--- src/rtl/scmp_bus_pkg.sv ---
// Shared types and constants for the SC/MP bus-cycle controller.
// The status byte placed on DB during the address strobe is built here.
package scmp_bus_pkg;

  typedef enum logic [2:0] {
    IDLE,
    WAITBUS,
    ADDR,
    STRB,
    DONE
  } state_e;

  typedef enum logic [1:0] {
    RD,
    WR,
    ADR
  } dir_e;

  localparam int FLG_R = 0;
  localparam int FLG_I = 1;
  localparam int FLG_D = 2;
  localparam int FLG_H = 3;

  // DB layout during ADS: flags in the upper nibble, addr[15:12] in the lower.
  localparam int DB_ADDR_LSB = 0;
  localparam int DB_FLG_LSB  = 4;

  function automatic logic [7:0] status_byte(input logic [3:0] flags,
                                             input logic [3:0] addr_hi);
    logic [7:0] b;
    b = '0;
    b[DB_FLG_LSB + FLG_R]  = flags[FLG_R];
    b[DB_FLG_LSB + FLG_I]  = flags[FLG_I];
    b[DB_FLG_LSB + FLG_D]  = flags[FLG_D];
    b[DB_FLG_LSB + FLG_H]  = flags[FLG_H];
    b[DB_ADDR_LSB +: 4]    = addr_hi;
    return b;
  endfunction

endpackage

--- src/rtl/scmp_bus_strobe_timer.sv ---
// Strobe-width down-counter: loaded on strobe entry, decremented only while
// NHOLD_n is high, so each wait-request clock stretches the strobe by one.
module scmp_bus_strobe_timer #(
  parameter int STRB_CYC = 2
) (
  input  logic clk,
  input  logic rst,
  input  logic load,
  input  logic hold_n,
  output logic expire
);

  localparam int CNT_W = (STRB_CYC > 1) ? $clog2(STRB_CYC) : 1;
  localparam logic [CNT_W-1:0] LOAD_VAL = CNT_W'(STRB_CYC - 1);

  logic [CNT_W-1:0] count;

  always_ff @(posedge clk) begin
    if (rst) begin
      count <= '0;
    end else if (load) begin
      count <= LOAD_VAL;
    end else if (hold_n && (count != '0)) begin
      count <= count - CNT_W'(1);
    end
  end

  assign expire = (count == '0) && hold_n;

endmodule

--- src/rtl/scmp_bus_cycle.sv ---
// SC/MP external bus-cycle controller: turns one-clock microcode strobe requests
// into a BREQ/ENIN, NADS, NRDS/NWDS sequence and stalls the sequencer meanwhile.
module scmp_bus_cycle
  import scmp_bus_pkg::*;
#(
  parameter int STRB_CYC = 2,
  parameter int ADDR_W   = 16
) (
  input  logic              clk,
  input  logic              rst,
  input  logic              mc_ads_n,
  input  logic              mc_rd_n,
  input  logic              mc_wr_n,
  input  logic [3:0]        mc_flags,
  input  logic [ADDR_W-1:0] addr_in,
  input  logic [7:0]        wr_data,
  output logic              stall,
  output logic [7:0]        rd_data,
  output logic              rd_valid,
  output logic              req_err,
  input  logic              bus_ENIN,
  input  logic              bus_NHOLD_n,
  output logic              bus_BREQ,
  output logic              bus_NADS_n,
  output logic              bus_NRDS_n,
  output logic              bus_NWDS_n,
  output logic [11:0]       bus_addr,
  output logic [7:0]        bus_db_out,
  output logic              bus_db_oe,
  input  logic [7:0]        bus_db_in,
  output state_e            dbg_state
);

  // Handshake: a request is taken only in the clock where mc_ads_n is low and
  // the controller is in IDLE or DONE; the sequencer must hold while stall=1.

  state_e            state, next_state;
  dir_e              dir_q, acc_dir;
  logic [3:0]        flags_q;
  logic [ADDR_W-1:0] addr_q;
  logic [7:0]        wdata_q;
  logic              accept, expire, tmr_load, rd_capture;
  logic              breq_d, nads_d, nrds_d, nwds_d, oe_d, rdv_d;
  logic [7:0]        dout_d;

  always_comb begin
    accept  = !rst && !mc_ads_n && ((state == IDLE) || (state == DONE));
    acc_dir = ADR;
    if (!mc_rd_n)      acc_dir = RD;
    else if (!mc_wr_n) acc_dir = WR;
    stall = accept || (state == WAITBUS) || (state == ADDR) || (state == STRB);
  end

  always_comb begin
    next_state = state;
    case (state)
      IDLE, DONE: next_state = accept ? WAITBUS : IDLE;
      WAITBUS:    if (bus_ENIN) next_state = ADDR;
      ADDR:       next_state = (dir_q == ADR) ? DONE : STRB;
      STRB:       if (expire) next_state = DONE;
      default:    next_state = IDLE;
    endcase
  end

  assign tmr_load   = (state == ADDR) && (next_state == STRB);
  assign rd_capture = (state == STRB) && expire && (dir_q == RD);

  // Bus outputs are registered from next_state so every strobe is glitch-free.
  always_comb begin
    breq_d = (next_state != IDLE);
    nads_d = (next_state != ADDR);
    nrds_d = !((next_state == STRB) && (dir_q == RD));
    nwds_d = !((next_state == STRB) && (dir_q == WR));
    rdv_d  = (state == STRB) && (next_state == DONE) && (dir_q == RD);
    oe_d   = 1'b0;
    dout_d = bus_db_out;
    case (next_state)
      ADDR: begin
        oe_d   = 1'b1;
        dout_d = status_byte(flags_q, addr_q[ADDR_W-1 -: 4]);
      end
      STRB, DONE: begin
        if (dir_q == WR) begin
          oe_d   = 1'b1;
          dout_d = wdata_q;
        end
      end
      default: ;
    endcase
  end

  always_ff @(posedge clk) begin
    if (rst) begin
      state      <= IDLE;
      dir_q      <= ADR;
      flags_q    <= '0;
      addr_q     <= '0;
      wdata_q    <= '0;
      bus_BREQ   <= 1'b0;
      bus_NADS_n <= 1'b1;
      bus_NRDS_n <= 1'b1;
      bus_NWDS_n <= 1'b1;
      bus_db_out <= '0;
      bus_db_oe  <= 1'b0;
      rd_data    <= '0;
      rd_valid   <= 1'b0;
      req_err    <= 1'b0;
    end else begin
      state <= next_state;
      if (accept) begin
        dir_q   <= acc_dir;
        flags_q <= mc_flags;
        addr_q  <= addr_in;
        wdata_q <= wr_data;
      end
      bus_BREQ   <= breq_d;
      bus_NADS_n <= nads_d;
      bus_NRDS_n <= nrds_d;
      bus_NWDS_n <= nwds_d;
      bus_db_out <= dout_d;
      bus_db_oe  <= oe_d;
      rd_valid   <= rdv_d;
      req_err    <= accept && !mc_rd_n && !mc_wr_n;
      if (rd_capture) rd_data <= bus_db_in;
    end
  end

  assign bus_addr  = addr_q[11:0];
  assign dbg_state = state;

  scmp_bus_strobe_timer #(
    .STRB_CYC(STRB_CYC)
  ) u_timer (
    .clk    (clk),
    .rst    (rst),
    .load   (tmr_load),
    .hold_n (bus_NHOLD_n),
    .expire (expire)
  );

endmodule

--- config.mk ---
export PLATFORM = sky130hd
export DESIGN_NAME = scmp_bus_cycle
export DESIGN_NICKNAME = d
export VERILOG_FILES = /design/src/rtl/scmp_bus_pkg.sv /design/src/rtl/scmp_bus_strobe_timer.sv /design/src/rtl/scmp_bus_cycle.sv
export SDC_FILE = /design/constraint.sdc
export NUM_CORES = 1
export LEC_CHECK = 0
export ABC_AREA = 1
export CORE_AREA = 2 2 77 79
export CTS_CLUSTER_SIZE = 40
export DETAILED_ROUTE_END_ITERATION = 12
export DIE_AREA = 0 0 79 81
export PLACE_DENSITY = 0.86
export SLEW_MARGIN = 0
export SYNTH_ARGS = -nofsm -noshare
export SYNTH_HDL_FRONTEND = slang
export SYNTH_SLANG_ARGS = --single-unit
--- constraint.sdc ---
create_clock -name clk -period 1.58 [get_ports clk]
set_input_delay 0.395 -clock clk [delete_from_list [all_inputs] [get_ports clk]]
set_output_delay 0.395 -clock clk [all_outputs]
set_load 0.02 [all_outputs]
After elaboration in Yosys (flattened, before gate mapping)
Cells that the tools add are included.
{"block": "totals", "regBits": 57, "input_bits": 43}
{"block": "classes", "addsub": 1, "n_eq_ne": 11, "muxes": 13, "n_bitwise": 1, "reduce_logical": 31}
{"op": "$pmux W8 S2", "n": 1}
{"op": "$logic_and A1 B1 Y1", "n": 13}
{"op": "$eq A3 B2 Y1 const B", "n": 4}
{"op": "$pmux W3 S4", "n": 1}
{"op": "$mux W3", "n": 3}
{"op": "$mux W8", "n": 1}
{"op": "$eq A3 B3 Y1 const B", "n": 2}
{"op": "$logic_not A1 Y1", "n": 6}
{"op": "$logic_or A1 B1 Y1", "n": 4}
{"op": "$mux W1", "n": 4}
{"op": "$mux W2", "n": 2}
{"op": "$reduce_bool A2 Y1", "n": 2}
{"op": "$reduce_or A2 Y1", "n": 2}
{"op": "$eq A3 B1 Y1 const B", "n": 1}
{"op": "$logic_not A3 Y1", "n": 1}
{"op": "$ne A3 B2 Y1 const B", "n": 1}
{"op": "$reduce_bool A3 Y1", "n": 1}
{"op": "$eq A2 B1 Y1 const B", "n": 1}
{"op": "$eq A2 B2 Y1 const B", "n": 1}
{"op": "$logic_not A2 Y1", "n": 1}
{"op": "$ne A2 B2 Y1 const B", "n": 1}
{"op": "$pmux W1 S2", "n": 1}
{"op": "$reduce_and A2 Y1", "n": 1}
{"op": "$not A1 Y1", "n": 1}
{"op": "$sub A1 B1 Y1 const B", "n": 1}

Longest topological paths before layout
Gate-level depths: netlist of the first run.
{"block": "logic_depth", "word_depth": 9, "mapped_depth": 8, "mapped_depth_nobuf": 7}

Modules after synthesis
From an unflattened synthesis of the first run, not the netlist that was laid out.
{"block": "hier_totals", "cells_unflattened": 330, "area_unflattened_um2": 2412.3}
{"module": "scmp_bus_cycle", "n_inst": 1, "cells_per_inst": 324, "area_each_um2": 2366.0, "seq_area_each_um2": 1121.1}
{"module": "scmp_bus_strobe_timer", "n_inst": 1, "cells_per_inst": 6, "area_each_um2": 46.3, "seq_area_each_um2": 20.0}

Least setup slack after synthesis of the first run
OpenSTA, ideal clock, no wires.
{"block": "synth_timing", "path_kind": "input to output", "start": "in rst", "end": "out stall", "t_arrival_ns": 1.167, "required_ns": 1.185, "path_slack_ns": 0.018, "cell_stages": 5, "path_buffers": 2, "path_cell_list": "buf_2 nor2_1 nand2_2 buf_2 nand2_1"}
{"block": "synth_between", "elab_chain_len": 6}
{"item": "from (decl)", "line": "scmp_bus_cycle.sv:10", "text": "input logic rst,"}
{"item": "$logic_not A1 Y1", "line": "scmp_bus_cycle.sv:47", "text": "accept = !rst && !mc_ads_n && ((state == IDLE) || (state == DONE));"}
{"item": "$logic_and A1 B1 Y1 (2 in series)", "line": "scmp_bus_cycle.sv:47"}
{"item": "$logic_or A1 B1 Y1 (3 in series)", "line": "scmp_bus_cycle.sv:51", "text": "stall = accept || (state == WAITBUS) || (state == ADDR) || (state == STRB);"}
{"item": "to (decl)", "line": "scmp_bus_cycle.sv:17", "text": "output logic stall,"}
No other way between the ends.

Final worst setup path of the first run
{"block": "layout_timing", "start": "reg state[2] (netlist: dbg_state[2])", "end": "out dbg_state[2]"}
{"item": "from (decl)", "line": "scmp_bus_cycle.sv:37", "text": "state_e state, next_state;"}
{"item": "from (signal assigned)", "line": "scmp_bus_cycle.sv:109", "text": "state <= next_state;"}
{"item": "to (decl)", "line": "scmp_bus_cycle.sv:31", "text": "output state_e dbg_state"}
No word-level cell between the ends.

==> impl_results.md, run 1 <==
- Outcome: finished, final reports clean
- Seq cells post-synth: 57
- Hold-fix buffers at CTS: 0
- Worst hold start: addr_q[3]
- F_max: 658 MHz
- Area growth syn-to-layout: 39.5%
- Total GRT Usage: between 15 and 20%
- Leak pwr: between 1.5 and 2 nW
- Crit path required time: 1.18 ns
- Setup ws final: 0.0612 ns
- Worst path max stage delay: 0.33 ns
- Critical path type: flop to output port
- Reg2Reg Depth: 6
- Nets@finish: 449
- Port Buffers: 81
- Fill count: 530
- Slowest CP cell: dfxtp_1
- Largest net degree at the start of global routing: 35
- Cell depth of the worst hold path: 2
- Max-Cap Viols: 0
- WP data arrival: 1.12 ns
- Net count after synthesis: 376
- Reg2Reg Setup Slack: 0.13 ns
- Most frequent cells in the layout: 78 x nand2_1, 77 x nand3_1, 57 x dfxtp_1
- Pwr/cell area: roughly 970 nW/um^2
- Site Rows: 28
- Worst path cell trace: buf_4 -> dlygate4sd2_1
- Final Non-Filler Cells: 486
- Detail Placement HPWL: 3.68 mm
- # setup viols final: 0
- Crit path max-delay family: buffers and inverters
- H-tree depth: 3
- Vias per cell: roughly 4.6
- Register area: 1140 um^2
- TritonCTS clock tree: done
- I/O pins: 82
- RSZ-0062 raised after global routing: false
- DRT iter0 DRCs: 77
- Count of cell types in the netlist: 22
- Slew @ Worst Pin: 0.317 ns
- Yosys top cell by area: dfxtp_1
- Clk Latency, worst-skew pair: around 0.32 ns
- Synth Warn #: 0
- CTS root buf: clkbuf_8
- Die height: about 80 um
- Final worst-path cycle share: a little over nine tenths
- Syn Std Cell Area: roughly 2400 um^2
- Met2 Track Usage GR: 31.4%
- Clock-pin slew on the worst setup and hold paths: 0.06 ns
- Tmin final: 1.52 ns
- Hold Crit Endpoint: addr_q[3]
- Reg2Reg Launch Point: dbg_state[1]
- Inst Count DP: approximately 470
- Critical path launch point type: flop
- Post-Synthesis Mean Instance Area: 7.35 um^2
- Register area share after synthesis: 46.6%
- Multi-input combinational cell area: 992 um^2
- Type of the tightest min-delay check: flop to flop
- WP buf/inv: 2
- Hold Vio Cnt, Final: 0
- Max Slew Vio Count: 0
- Area after DPL: 3250 um^2
- VDD IR max: roughly 0.67 mV
- First-pass GRT wire length: 8.91 mm
- Crit path max fanout: 3
- Synth top area cells: dfxtp_1 47%, nand3_1 16%, nand2_1 12%
- Global routing usage on met3: 4.56%
- Residual DRC: 0
- Post-DRT Antenna Nets: 0
- Total CTS buffers: 9
- WL final: 5.27 mm
- Slew HR: 78.9%
- Gpl congestion: 0.789
- Share of cells above drive strength 1: about a tenth
- Crit end category: output port
- Worst Skew: 0.00324 ns
- Vias in the first global route: approximately 2200
- Most common cell after layout, fill and taps aside: nand2_1
- Met1 Usage GRT: 19.2%
- Antenna violations before repair: 0
- ANT cells: 0
- Yosys top cell area share: 46.6%
- Global route overflow: 0
- Vias: 2246
- Drt pass-1 iters: 4
- Effective utilization at floorplan: 43.1%
- Place WS: -0.528 ns
- Die width: 79 um
- Final instance area: 3410 um^2
- Gate Count Post-Synth: 333
- # clock sinks: 57
- Core area: 5680 um^2
- Die area: approximately 6400 um^2
- Global route hottest layer: met2
- Max Root-Sink Buffers: 2
- R2R Path End: bus_db_out[6]
- Avg WL per Cell: 10.8 um
cells in the mapped netlist:
| cell | count |
|---|---|
| clkbuf_1 | 2 |
| dfxtp_1 | 57 |
| inv_1 | 26 |
| or2_2 | 2 |
| nand4_1 | 2 |
| nand2_2 | 3 |
| nand4_2 | 1 |
| inv_2 | 1 |
| nand3_4 | 1 |
| buf_1 | 1 |
| nor3_1 | 2 |
| buf_6 | 2 |
| buf_4 | 17 |
| a21oi_1 | 15 |
| nand2_1 | 79 |
| nor2_1 | 31 |
| clkbuf_8 | 1 |
| nand3_1 | 77 |
| nor2_4 | 1 |
| o21ai_0 | 2 |
| buf_2 | 9 |
| nor2_2 | 1 |
worst max-delay path by stage:
stage | startpoint | end | cells after the start
finish | dbg_state[2] | dbg_state[2] | 2
global route | dbg_state[2] | dbg_state[2] | 2
floorplan | rst | stall | 5
detailed placement | mc_ads_n | stall | 5
CTS | mc_ads_n | stall | 5
global placement | mc_ads_n | stall | 5
logic make-up after synthesis:
group | count (synthesis) | synth area share (%)
flip-flops | 57 | 46.6
buffers and inverters | 59 | 13.1
AND/OR/NAND/NOR | 200 | 36.8
AO/OA/AOI/OAI | 17 | 3.48
worst min-delay path, delay by kind of cell, from the launching register on:
kind             cells  cell delay (ns)
DFF                  1             0.30
and+or+nand+nor      2             0.11
registers in the layout (all words and copies together) (netlist names), 2 cells and up:
signal / flops
wdata_q: 8
addr_q: 16
dir_q: 2
rd_data: 8
bus_db_out: 8
dbg_state: 3
flags_q: 4
per-layer routing:
metal  vias to the layer above  part of all wire, %
li1                       1198                    -
met3                         9                  7.0
met2                        66                   47
met1                       973                   44
met5                         -                    0
met4                         0                  1.8
cell type report:
| type | instances | share of cell area (%) |
|---|---|---|
| inverter | 27 | 2.97 |
| sequential | 57 | 33.4 |
| timing repair buffer | 94 | 26.1 |
| multi-input combinational | 217 | 29.1 |
| tap | 75 | 2.75 |
| clock buffer | 14 | 5.35 |
| clock inverter | 2 | 0.293 |
power breakdown:
group / switching, mW / internal [mW] / total [mW]
clock network: 0.531 / 0.736 / 1.27
logic: 0.247 / 0.227 / 0.474
registers: 0.0397 / 1.52 / 1.56
total: 0.818 / 2.48 / 3.30
through the flow:
stage / util [%] / TNS [ns] / hold slack (ns) / power [mW]
final: 60.1 / 0 / 0.459 / 3.30
after global placement: 57.3 / -0.722 / 0.455 / 2.08
after detailed placement: 57.3 / -1.34 / 0.457 / 2.09
after global routing: 60.1 / 0 / 0.488 / 3.47
after CTS: 59.8 / -0.0692 / 0.463 / 3.33
after floorplan: - / 0 / 0.443 / 1.88
repair_timing:
item	in CTS	in global routing
pin swaps	0	2
setup endpoints to repair	39	1
setup buffers	0	1
gates resized for setup	43	5
No activity file was read; power rests on OpenSTA's default activity.
==> run 2, diff against run 1 <==
- REMOVE_ABC_BUFFERS: not set -> 1
==> impl_results.md, run 2 (same netlist as run 1, synthesis figures left out) <==
- ANT cells: 0
- Reg2Reg Setup Slack: 0.24 ns
- First-pass GRT wire length: 8.83 mm
- Leak pwr: 1.77 nW
- Die width: 79 um
- Largest net degree at the start of global routing: 35
- Max Root-Sink Buffers: 2
- Slew @ Worst Pin: 0.329 ns
- Avg WL per Cell: 11.0 um
- Clk Latency, worst-skew pair: 0.33 ns
- CTS root buf: clkbuf_8
- Post-Route Setup TNS: 0 ns
- Combinational power share: 15.0%
- Final instance area: approximately 3400 um^2
- Tmin final: ~1.5 ns
- Critical path type: flop to output port
- Port Buffers: 81
- Total GRT Usage: approximately 18%
- Site Rows: 28
- VDD IR max: 0.625 mV
- Share of cells above drive strength 1: a little over a tenth
- Outcome: finished, final reports clean
- # setup viols final: 0
- Power Internal: roughly 2.3 mW
- Fill count: 539
- Seq pwr share: 49.4%
- Drt pass-1 iters: 4
- # clock sinks: 57
- WL final: approximately 5.3 mm
- Inst Count DP: 470
- Detail Placement HPWL: approximately 3.8 mm
- Total CTS buffers: 9
- Place WS: -0.502 ns
- Worst Skew: 0.00615 ns
- Post-layout power: 3.16 mW
- Core area: between 5000 and 6000 um^2
- Pwr/cell area: 932 nW/um^2
- I/O pins: 82
- Type of the tightest min-delay check: flop to flop
- Final worst-path cycle share: 95.8%
- Hold Vio Cnt, Final: 0
- Die height: roughly 81 um
- Effective utilization at floorplan: 43.1%
- Most frequent cells in the layout: 78 x nand2_1, 77 x nand3_1, 56 x dfxtp_1
- Slew HR: about four fifths
- RSZ-0062 raised after global routing: false
- Post-DRT Antenna Nets: 0
- Crit path max fanout: 3
- Clock power share: 35.5%
- Antenna violations before repair: 0
- Hold-fix buffers at CTS: 0
- TritonCTS clock tree: done
- Vias in the first global route: approximately 2100
- Max-Cap Viols: 0
- Vias: 2295
- Final Non-Filler Cells: 486
- Area after DPL: 3250 um^2
- Sw Ratio: 26.1%
- Switch Pwr: 0.823 mW
- Nets@finish: 450
- Area growth syn-to-layout: 38.4%
- Max reg flops: 16
- Most common cell after layout, fill and taps aside: nand2_1
- Die area: ~6400 um^2
- Critical path launch point type: flop
- Fin util: 59.7%
- Setup ws final: between 0.06 and 0.07 ns
- Max Slew Vio Count: 0
- Clock-pin slew on the worst setup and hold paths: around 0.060 ns
- Residual DRC: 0
- Crit path required time: around 1.2 ns
- Crit end category: output port
- Global route overflow: 0
- F_max: approximately 660 MHz
- Vias per cell: 4.72
- Gpl congestion: ~0.76
- Worst hold slack: around 0.46 ns
- H-tree depth: 3
- DRT iter0 DRCs: 143
- Most flops, register: addr_q
- WP data arrival: approximately 1.1 ns
## run 2: metal layers
layer  global-route usage (%)  share of wire (%)  routed length (um)
met4                     8.79                2.0                 105
met2                     28.4                 46                2450
met5                        0                  0                   0
met3                     5.33                7.7                 411
met1                     21.2                 44                2380
## run 2: what timing repair did
| item | CTS | global route |
|---|---|---|
| setup endpoints to repair | 39 | 6 |
| pin swaps | 0 | 2 |
| resized for setup | 43 | 10 |
| setup buffers | 0 | 1 |
## run 2: critical path: stages (launching register included)
cell and delay [ns]:
dfxtp_1 0.34, buf_4 0.14, clkdlybuf4s15_1 0.31
## run 2: area by class of cell
cell class	count	area, um^2	area share, %
clock inverters	4	20.0	0.591
multi-input cells	217	997	29.4
repair buffers	95	891	26.3
inverters	27	101	2.99
well taps	75	93.8	2.77
flip-flops and latches	57	1140	33.7
clock buffers	11	141	4.17
## run 2: final timing paths
path / start / end / depth (start not counted)
worst min register to register: addr_q[4] / addr_q[4] / 2
worst min-delay path: addr_q[4] / addr_q[4] / 2
worst max-delay path: dbg_state[2] / dbg_state[2] / 2
worst max register to register: dbg_state[1] / bus_db_out[7] / 6
## run 2: power groups by stage
stage | Combinational, mW | Clock [mW] | Sequential (mW)
floorplan | 0.173 | 0 | 1.64
detailed placement | 0.501 | 0 | 1.59
global route | 0.520 | 1.23 | 1.57
finish | 0.475 | 1.12 | 1.56
global placement | 0.492 | 0 | 1.59
CTS | 0.474 | 1.16 | 1.56
==> run 3, diff against run 2 <==
- CORE_AREA: 2 2 77 79 -> 2 2 76 78
- CTS_BUF_LIST: not set -> sky130_fd_sc_hd__clkbuf_8
- DIE_AREA: 0 0 79 81 -> 0 0 78 80
- PLACE_DENSITY: 0.86 -> 0.87
- clock period: 1.58 -> 1.5 ns (I/O delays scaled with it)
==> impl_results.md, run 3 (same netlist as run 1, synthesis figures left out) <==
- Tmin final: 1.46 ns
- Max Used Layer: met4
- Max reg flops: 16
- Area growth syn-to-layout: 41.3%
- DRT iter0 DRCs: 124
- Hold Vio Cnt, Final: 0
- Effective utilization at floorplan: between 40% and 50%
- Max Slew Vio Count: 0
- Residual DRC: 0
- Critical path launch point type: flop
- Nets@finish: between 400 and 500
- VDD IR max: 0.797 mV
- ANT cells: 0
- I/O pins: 82
- Site Rows: 27
- # setup viols final: 0
- Port Buffers: 81
- Slew @ Worst Pin: 0.325 ns
- Clock power share: 43.0%
- Largest net degree at the start of global routing: 37
- TritonCTS clock tree: done
- Max-Cap Viols: 0
- Met3 routed WL: between 400 and 500 um
- Worst path max stage delay: approximately 0.38 ns
- Core area: 5410 um^2
- Fill count: 499
- Crit path required time: 1.12 ns
- Setup ws final: 0.0396 ns
- Inst Count DP: 467
- Post-DRT Antenna Nets: 0
- Share of cells above drive strength 1: 11.9%
- Reg2Reg Launch Point: dbg_state[1]
- Crit end category: output port
- Power Internal: 2.86 mW
- Die height: 80 um
- Slowest CP cell: dfxtp_2
- Place WS: -0.545 ns
- First-pass GRT wire length: 9.38 mm
- Post-layout power: 3.78 mW
- WL final: 5.51 mm
- Switch Pwr: 0.918 mW
- Post-CTS Setup Inserts: 0
- Crit path max fanout: 4
- Most frequent cells in the layout: 78 x nand2_1, 77 x nand3_1, 55 x dfxtp_1
- Detail Placement HPWL: 3.75 mm
- WP data arrival: roughly 1.1 ns
- R2R Path End: bus_db_out[3]
- Critical path type: flop to output port
- Total CTS buffers: 9
- Total GRT Usage: 19.0%
- Sw Ratio: 24.3%
- Vias: 2291
- Type of the tightest min-delay check: input pin to flop
- Final worst-path cycle share: between 90% and 100%
- H-tree depth: 3
- Max Root-Sink Buffers: 2
- Final Non-Filler Cells: approximately 480
- Worst Skew: 0.00829 ns
- Die area: 6240 um^2
- Pwr/cell area: 1090 nW/um^2
- Drt pass-1 iters: 4
- Met1 wire length: 2.44 mm
- Die width: between 70 and 80 um
- Reg2Reg Depth: 6
- Post-Route Setup TNS: 0 ns
- Gpl congestion: just under 0.8
- Clk Latency, worst-skew pair: 0.34 ns
- Global route overflow: 0
- # clock sinks: 57
- Vias in the first global route: about 2100
- Seq pwr share: 43.5%
- Clock-pin slew on the worst setup and hold paths: 0.06 ns
- Leak pwr: ~1.8 nW
- F_max: 685 MHz
- CTS root buf: clkbuf_8
- Worst path cell trace: buf_4 -> clkdlybuf4s15_2
- Vias per cell: 4.74
- Most flops, register: addr_q
- Reg2Reg Setup Slack: around 0.1 ns
- Antenna violations before repair: 0
- Avg WL per Cell: about 11 um
- Crit path capture: dbg_state[0]
- Most common cell after layout, fill and taps aside: nand2_1
- Outcome: finished, final reports clean
- Combinational power share: 13.4%
- CP startpoint: dbg_state[0]
- Metal2 WL: 2.57 mm
- Slew HR: 78.3%
run 3: cell count changes in the layout (fill, tap and decap cells not counted), moves of 2 or more:
cell and delta:
bufinv_16 +2, clkinv_2 -2, clkbuf_2 +2, buf_4 -2
run 3: area by class of cell:
class / count / area, um^2 / area share (%)
multi-input cells: 217 / 1010 / 29.1
clock buffers: 11 / 151 / 4.38
clock inverters: 5 / 77.6 / 2.24
well taps: 72 / 90.1 / 2.61
repair buffers: 94 / 887 / 25.7
inverters: 27 / 101 / 2.93
flip-flops and latches: 57 / 1140 / 33.1
run 3: how the worst min path moves through the flow:
| stage | startpoint | to | slack [ns] | depth (start not counted) |
|---|---|---|---|---|
| 2_1_floorplan | rst | bus_BREQ | 0.44 | 1 |
| 3_3_place_gp | addr_q[1] | addr_q[1] | 0.45 | 2 |
| 3_5_place_dp | addr_q[2] | addr_q[2] | 0.46 | 2 |
| 4_1_cts | addr_q[5] | addr_q[5] | 0.47 | 2 |
| 5_1_grt | rst | dbg_state[0] | 0.44 | 3 |
| 6_report | rst | dbg_state[0] | 0.43 | 3 |
run 3: power by group through the flow:
stage,Clock (mW),Sequential (mW),Combinational (mW)
floorplan,0,1.73,0.182
global placement,0,1.67,0.522
detailed placement,0,1.68,0.535
CTS,1.66,1.64,0.507
global route,1.74,1.66,0.561
finish,1.63,1.65,0.508
run 3: layer usage:
metal / vias to the layer above / global-route usage [%]
met3: 8 / 7.13
met1: 1006 / 22.4
met2: 78 / 31.4
met5: - / 0
met4: 0 / 7.02
li1: 1199 / -
run 3: what timing repair did:
action                     CTS  global route
setup endpoints to repair   39             6
pin swaps                    0             1
resized for setup           48            11
hold endpoints to repair     0             0
hold buffers                 0             0
run 3: stage by stage:
step	cell area, um^2	hold WS (ns)	util [%]
5_1_grt	3460	0.444	64.0
6_report	3460	0.428	64.0
4_1_cts	3440	0.466	63.7
3_3_place_gp	3260	0.452	60.2
2_1_floorplan	2230	0.444	-
3_5_place_dp	3260	0.459	60.2
run 3: worst max-delay path, delay by kind of cell, from the launching register on:
kind	cells	cell delay, ns
buf+inv	2	0.37
flops	1	0.38
